## src/rtl/dpram_stream_pkg.sv

```systemverilog
// Shared defaults and state encoding for the DPRAM stream reader.
package dpram_stream_pkg;

  localparam int DEF_ADDR_W = 8;
  localparam int DEF_DATA_W = 16;
  localparam int LEN_W      = DEF_ADDR_W + 1;

  typedef enum logic [1:0] {
    ST_IDLE,
    ST_READ,
    ST_DRAIN,
    ST_FINISH
  } state_t;

endpackage

```

## src/rtl/stream_skid_fifo.sv

```systemverilog
// Two-entry skid FIFO carrying a data word plus its last-of-burst flag.
// Valid/ready on both sides; occupancy is exported so the producer can
// budget its outstanding reads.
module stream_skid_fifo #(
  parameter int WIDTH = 16
) (
  input  logic             clk,
  input  logic             rst_n,
  input  logic             s_valid,
  output logic             s_ready,
  input  logic [WIDTH-1:0] s_data,
  input  logic             s_last,
  output logic             m_valid,
  input  logic             m_ready,
  output logic [WIDTH-1:0] m_data,
  output logic             m_last,
  output logic [1:0]       occupancy
);

  logic [WIDTH:0] slot_q [2];
  logic           wr_ptr_q;
  logic           rd_ptr_q;
  logic [1:0]     count_q;
  logic           push;
  logic           pop;
  logic           head_last;

  assign s_ready   = (count_q != 2'd2);
  assign m_valid   = (count_q != 2'd0);
  assign push      = s_valid && s_ready;
  assign pop       = m_valid && m_ready;
  assign occupancy = count_q;

  // The head entry drives the output directly, so it holds still under stall.
  assign {head_last, m_data} = slot_q[rd_ptr_q];
  assign m_last = m_valid && head_last;

  // Storage, pointers and occupancy count.
  always_ff @(posedge clk or negedge rst_n) begin
    if (!rst_n) begin
      // NOTE: only two entries, and they feed an output that must read 0 in
      // reset, so clearing them is cheap and worthwhile; larger RAMs are not reset.
      for (int i = 0; i < 2; i++) slot_q[i] <= '0;
      wr_ptr_q <= 1'b0;
      rd_ptr_q <= 1'b0;
      count_q  <= 2'd0;
    end else begin
      if (push) begin
        slot_q[wr_ptr_q] <= {s_last, s_data};
        wr_ptr_q         <= ~wr_ptr_q;
      end
      if (pop) rd_ptr_q <= ~rd_ptr_q;
      case ({push, pop})
        2'b10:   count_q <= count_q + 2'd1;
        2'b01:   count_q <= count_q - 2'd1;
        default: count_q <= count_q;
      endcase
    end
  end

endmodule

```

## src/rtl/dpram_stream_reader.sv

```systemverilog
// Reads a burst of consecutive words from one synchronous DPRAM port and
// presents them as a valid/ready stream with a last-word marker.
module dpram_stream_reader
  import dpram_stream_pkg::*;
#(
  parameter int ADDR_W = DEF_ADDR_W,
  parameter int DATA_W = DEF_DATA_W
) (
  input  logic              CLK,
  input  logic              RESET_N,
  input  logic              START,
  input  logic [ADDR_W-1:0] BASE_ADDR,
  input  logic [ADDR_W:0]   LENGTH,
  output logic [ADDR_W-1:0] RAM_ADDR,
  input  logic [DATA_W-1:0] RAM_DATA,
  output logic              M_VALID,
  input  logic              M_READY,
  output logic [DATA_W-1:0] M_DATA,
  output logic              M_LAST,
  output logic              BUSY,
  output logic              DONE
);

  localparam logic [ADDR_W:0] MAX_LEN = {1'b1, {ADDR_W{1'b0}}};

  state_t            state_q, state_d;
  logic [ADDR_W-1:0] next_addr_q;
  logic [ADDR_W-1:0] last_addr_q;
  logic [ADDR_W:0]   remaining_q;
  logic [ADDR_W:0]   len_sat;
  logic              inflight_q;
  logic              inflight_last_q;
  logic              start_ok;
  logic              issue;
  logic              last_issue;
  logic              xfer;
  logic              fifo_ready;
  logic [1:0]        occupancy;
  logic [1:0]        slots_used;

  assign len_sat  = (LENGTH > MAX_LEN) ? MAX_LEN : LENGTH;
  assign start_ok = (state_q == ST_IDLE) && START;
  assign xfer     = M_VALID && M_READY;

  // A word leaving the FIFO this cycle frees its slot immediately; without
  // that the two-slot budget could not sustain one word per cycle.
  assign slots_used = occupancy + {1'b0, inflight_q} - {1'b0, xfer};
  assign issue      = (state_q == ST_READ) && (slots_used < 2'd2);
  assign last_issue = issue && (remaining_q == (ADDR_W + 1)'(1));

  // The address is presented in the cycle the read issues and parks otherwise.
  assign RAM_ADDR = issue ? next_addr_q : last_addr_q;

  assign BUSY = (state_q != ST_IDLE);
  assign DONE = (state_q == ST_FINISH);

  // Burst bookkeeping: next address, reads left to issue, read in flight.
  always_ff @(posedge CLK or negedge RESET_N) begin
    if (!RESET_N) begin
      next_addr_q     <= '0;
      last_addr_q     <= '0;
      remaining_q     <= '0;
      inflight_q      <= 1'b0;
      inflight_last_q <= 1'b0;
    end else begin
      // NOTE: non-blocking assignments here so every register samples the
      // values from before this edge, regardless of statement order.
      if (start_ok) begin
        next_addr_q <= BASE_ADDR;
        remaining_q <= len_sat;
      end else if (issue) begin
        next_addr_q <= next_addr_q + ADDR_W'(1);
        last_addr_q <= next_addr_q;
        remaining_q <= remaining_q - (ADDR_W + 1)'(1);
      end
      inflight_q      <= issue;
      inflight_last_q <= last_issue;
    end
  end

  // State register.
  always_ff @(posedge CLK or negedge RESET_N) begin
    if (!RESET_N) state_q <= ST_IDLE;
    else          state_q <= state_d;
  end

  // Next-state logic.
  always_comb begin
    // NOTE: default first so every path assigns state_d and no latch is inferred.
    state_d = state_q;
    case (state_q)
      ST_IDLE:   if (START) state_d = (len_sat == '0) ? ST_FINISH : ST_READ;
      ST_READ:   if (last_issue) state_d = ST_DRAIN;
      ST_DRAIN:  if (xfer && M_LAST) state_d = ST_FINISH;
      ST_FINISH: state_d = ST_IDLE;
      default:   state_d = ST_IDLE;
    endcase
  end

  stream_skid_fifo #(
    .WIDTH(DATA_W)
  ) u_fifo (
    .clk      (CLK),
    .rst_n    (RESET_N),
    .s_valid  (inflight_q),
    .s_ready  (fifo_ready),
    .s_data   (RAM_DATA),
    .s_last   (inflight_last_q),
    .m_valid  (M_VALID),
    .m_ready  (M_READY),
    .m_data   (M_DATA),
    .m_last   (M_LAST),
    .occupancy(occupancy)
  );

  // The read budget guarantees returning data always finds a free slot.
  a_no_overflow : assert property (@(posedge CLK) disable iff (!RESET_N)
    inflight_q |-> fifo_ready);

endmodule

```

## config.mk

```make
export PLATFORM = sky130hd
export DESIGN_NAME = dpram_stream_reader
export DESIGN_NICKNAME = d
export VERILOG_FILES = /design/src/rtl/dpram_stream_pkg.sv /design/src/rtl/stream_skid_fifo.sv /design/src/rtl/dpram_stream_reader.sv
export SDC_FILE = /design/constraint.sdc
export NUM_CORES = 1
export LEC_CHECK = 0
export BUFFER_PORTS_ARGS = -buffer_cell sky130_fd_sc_hd__buf_2
export CELL_PAD_IN_SITES_DETAIL_PLACEMENT = 0
export CELL_PAD_IN_SITES_GLOBAL_PLACEMENT = 1
export CORE_ASPECT_RATIO = 0.5
export CORE_MARGIN = 4
export CORE_UTILIZATION = 45
export CTS_BUF_LIST = sky130_fd_sc_hd__clkbuf_8
export DETAILED_ROUTE_END_ITERATION = 16
export GPL_ROUTABILITY_DRIVEN = 0
export GPL_TIMING_DRIVEN = 0
export PLACE_DENSITY_LB_ADDON = 0.3
export SYNTH_ARGS = -nofsm -noshare
export SYNTH_HDL_FRONTEND = slang
export SYNTH_SLANG_ARGS = --single-unit
export TNS_END_PERCENT = 20
```

## constraint.sdc

```tcl
create_clock -name CLK -period 2.8 [get_ports CLK]
set_input_delay 0.28 -clock CLK [delete_from_list [all_inputs] [get_ports CLK]]
set_output_delay 0.28 -clock CLK [all_outputs]
set_load 0.05 [all_outputs]
```

==> metrics.md <==
| Metric | Value |
|---|---|
| # rows | `21` |
| # hold bufs at CTS | `0` |
| Final Cycle Share | `0.965` |
| Core area | `0.00694 mm^2` |
| # clock sinks | `67` |
| FFs w/ async S/R, synth | `1.00` |
| Share of layout cells above drive strength 1 | `0.435` |
| Initial DRC count | `96` |
| Synth cell count leaders | `dfrtp_1 (67), mux2_2 (62), nand2_1 (16), o21ai_0 (15), xor2_1 (13)` |
| Largest net degree at the start of global routing | `68` |
| Fin nets | `405` |
| Placed Area | `0.00377 mm^2` |
| Post-Layout Cell Count | `455` |
| Post-synth top area cell | `dfrtp_1` |
| Mapped cell area | `0.00333 mm^2` |
| Total of max-cap violations | `0` |
| RSZ-0062 raised after global routing | `false` |
| First-pass GRT wire length | `11,900 um` |
| Critical Path, Cell by Cell | `o21ai_2 -> inv_1 -> ha_1 -> xor2_2 -> xnor2_2 -> nand2_4 -> inv_6 -> buf_8 -> mux2_4 -> buf_6` |
| Worst slew pin tran | `847 ps` |
| Syn Area/Cell | `12.0 um^2` |
| Synth top area share | `0.503` |
| Starting density of the core | `0.480` |
| Final WS setup | `98.6 ps` |
| Die Area | `0.00893 mm^2` |
| Port Buffers | `64` |
| Area of the multi-input gates | `0.00157 mm^2` |
| Warnings from Yosys | `0` |
| Fill cell count | `586` |
| GR Util All Layers | `0.176` |
| Num CTS Buffers | `9` |
| Clock-pin slew on the worst setup and hold paths | `70 ps` |
| Initial antenna violation count | `0` |
| CP max stage cell | `dfrtp_2` |
| Design Area, Final | `0.00402 mm^2` |
| Cell with the most instances after synthesis | `dfrtp_1` |
| Vias in the first global route | `2,478` |
| Die height | `68.8 um` |
| Final setup viols | `0` |
| Root Buffer | `clkbuf_8` |
| H-Tree Level Count | `3` |
| Crit start category | `register` |
| Seq. cell area | `0.00168 mm^2` |
| Synth unique cells | `36` |
| Syn nets | `324` |
| Status | `finished, final reports clean` |
| Required time worst endpoint | `2520 ps` |
| Max Freq | `370 MHz` |
| Crit Path Category | `register to output port` |
| Synth Instances | `277` |
| Post-synth EDFFs | `0` |
| Die X | `130 um` |
| I/O pin count | `65` |
| Vias per cell | `5.10` |
| Routed wire length per instance | `15.9 um` |
| Residual DRC | `0` |
| Crit path max fanout | `6` |
| Main flop type after synthesis | `dfrtp_1` |
| Total number of vias | `2,320` |
| # diodes | `0` |
| Final HPWL DP | `5080 um` |
| CTS max path bufs | `2` |
| Remaining Overflow, GRT | `0` |
| Yosys reg bits | `67` |
| Area delta synth->final | `20.7%` |
| Final min period | `2700 ps` |
| Critical path data arrival time | `2420 ps` |
| TritonCTS clock tree | `built` |
| Worst-Skew Late Latency | `350 ps` |
| Ranking of synthesized cells by area | `dfrtp_1 (50%), mux2_2 (21%), ha_1 (3.8%)` |
| Critical Path Max Stage Delay | `420 ps` |
| Clock skew | `5.68 ps` |
| Rel. slew slack | `0.436` |
| Post-route ant nets | `0` |
| Slew Limit Fails | `0` |
| Hold Vio Cnt, Final | `0` |
| Drt first pass iters | `4` |
| CP endpoint kind | `output port` |
| Sequential share of the synthesized area | `0.503` |
| Inst Count DP | `433` |
| Total wire length | `7230 um` |
| Pre-CTS setup slack | `-87.0 ps` |
| HP Class | `input port to async pin` |
==> area by class of cell <==
class | count | area share
inverter | 12 | 0.0124
tap | 92 | 0.0286
multi-input combinational | 187 | 0.391
buffer | 11 | 0.0137
timing repair buffer | 70 | 0.0946
sequential | 67 | 0.417
clock inverter | 6 | 0.00840
clock buffer | 10 | 0.0342
==> placed cells by master, fill, tap and decap left out, types with 2 or more instances in the layout <==
cell       n
nand4_1    9
nand3_1    8
a31oi_1    3
nor2_1     8
a21oi_1    6
dfrtp_1   66
ha_1      10
mux2_2    62
mux2i_1    3
clkinv_2   2
and4_1     2
buf_4      7
xor2_1    12
o21ai_0   14
buf_6      2
and3_1     2
mux2_4     2
inv_1     13
clkbuf_8  10
nand2_1   16
and2_1     4
buf_2     63
xnor2_1    7
nor3_1     4
clkbuf_1   6
buf_1      2
==> cells by family after synthesis <==
kind of cell    count (synthesis)  synth area share
mux                            67             0.228
compound gates                 28            0.0469
xor+xnor                       21            0.0575
simple gates                   61            0.0976
buf+inv                        23            0.0297
flops                          67             0.503
fa+ha+maj                      10            0.0376
==> per-layer routing <==
layer | GRT usage | part of all wire | vias to the layer above
li1 | - | - | 1140
met1 | 0.218 | 0.45 | 1127
met2 | 0.305 | 0.48 | 48
met3 | 0.0546 | 0.058 | 5
met4 | 0.0505 | 0.0071 | 0
met5 | 0 | 0 | -
==> final timing paths <==
path / from / end / slack [ps] / cells after the start
max in group asynchronous: RESET_N / u_fifo.occupancy[0] / 2170 / 1
setup / recovery: u_fifo.occupancy[0] / RAM_ADDR[6] / 100 / 10
hold / removal: RESET_N / remaining_q[2] / 40 / 1
setup reg to reg: u_fifo.occupancy[0] / next_addr_q[7] / 320 / 10
hold reg to reg: u_fifo.wr_ptr_q / u_fifo.wr_ptr_q / 500 / 1
min in group CLK: BASE_ADDR[6] / next_addr_q[6] / 140 / 3
==> critical path, delay by kind of cell (launching register included) <==
kind                       cells  cell delay (ps)
and+or+nand+nor                1              100
DFF                            1              420
buffers and inverters          4              460
xor gates and xnor gates       2              420
muxes                          1              310
adders and majority gates      1              220
AOI/OAI and AO/OA              1              140
==> through the flow <==
stage / TNS (ps) / hold slack [ps] / util
final: 0 / 44.0 / 0.580
after global placement: -123 / 480 / 0.543
after detailed placement: -169 / 439 / 0.543
after floorplan: 0 / -15.6 / -
after global routing: 0 / 106 / 0.580
after CTS: 0 / 57.3 / 0.575
==> registers in the layout, indices dropped and copies added, names as in the netlist <==
name              cells
u_fifo.wr_ptr_q       1
u_fifo.slot_q        34
remaining_q           9
u_fifo.rd_ptr_q       1
next_addr_q           8
state_q               2
u_fifo.occupancy      2
inflight_q            1
inflight_last_q       1
last_addr_q           8
==> timing repair <==
item / 4_1_cts / 5_1_grt
setup buffers: 4 / 2
pin swaps: 2 / 1
endpoints found under the setup margin: 10 / 3
gates resized for setup: 7 / 4
cloned: 0 / 0
hold endpoints to repair: 0 / 0
Power is not shown: default switching activity piles up to over one toggle a cycle in this logic, so the estimate is an artifact.
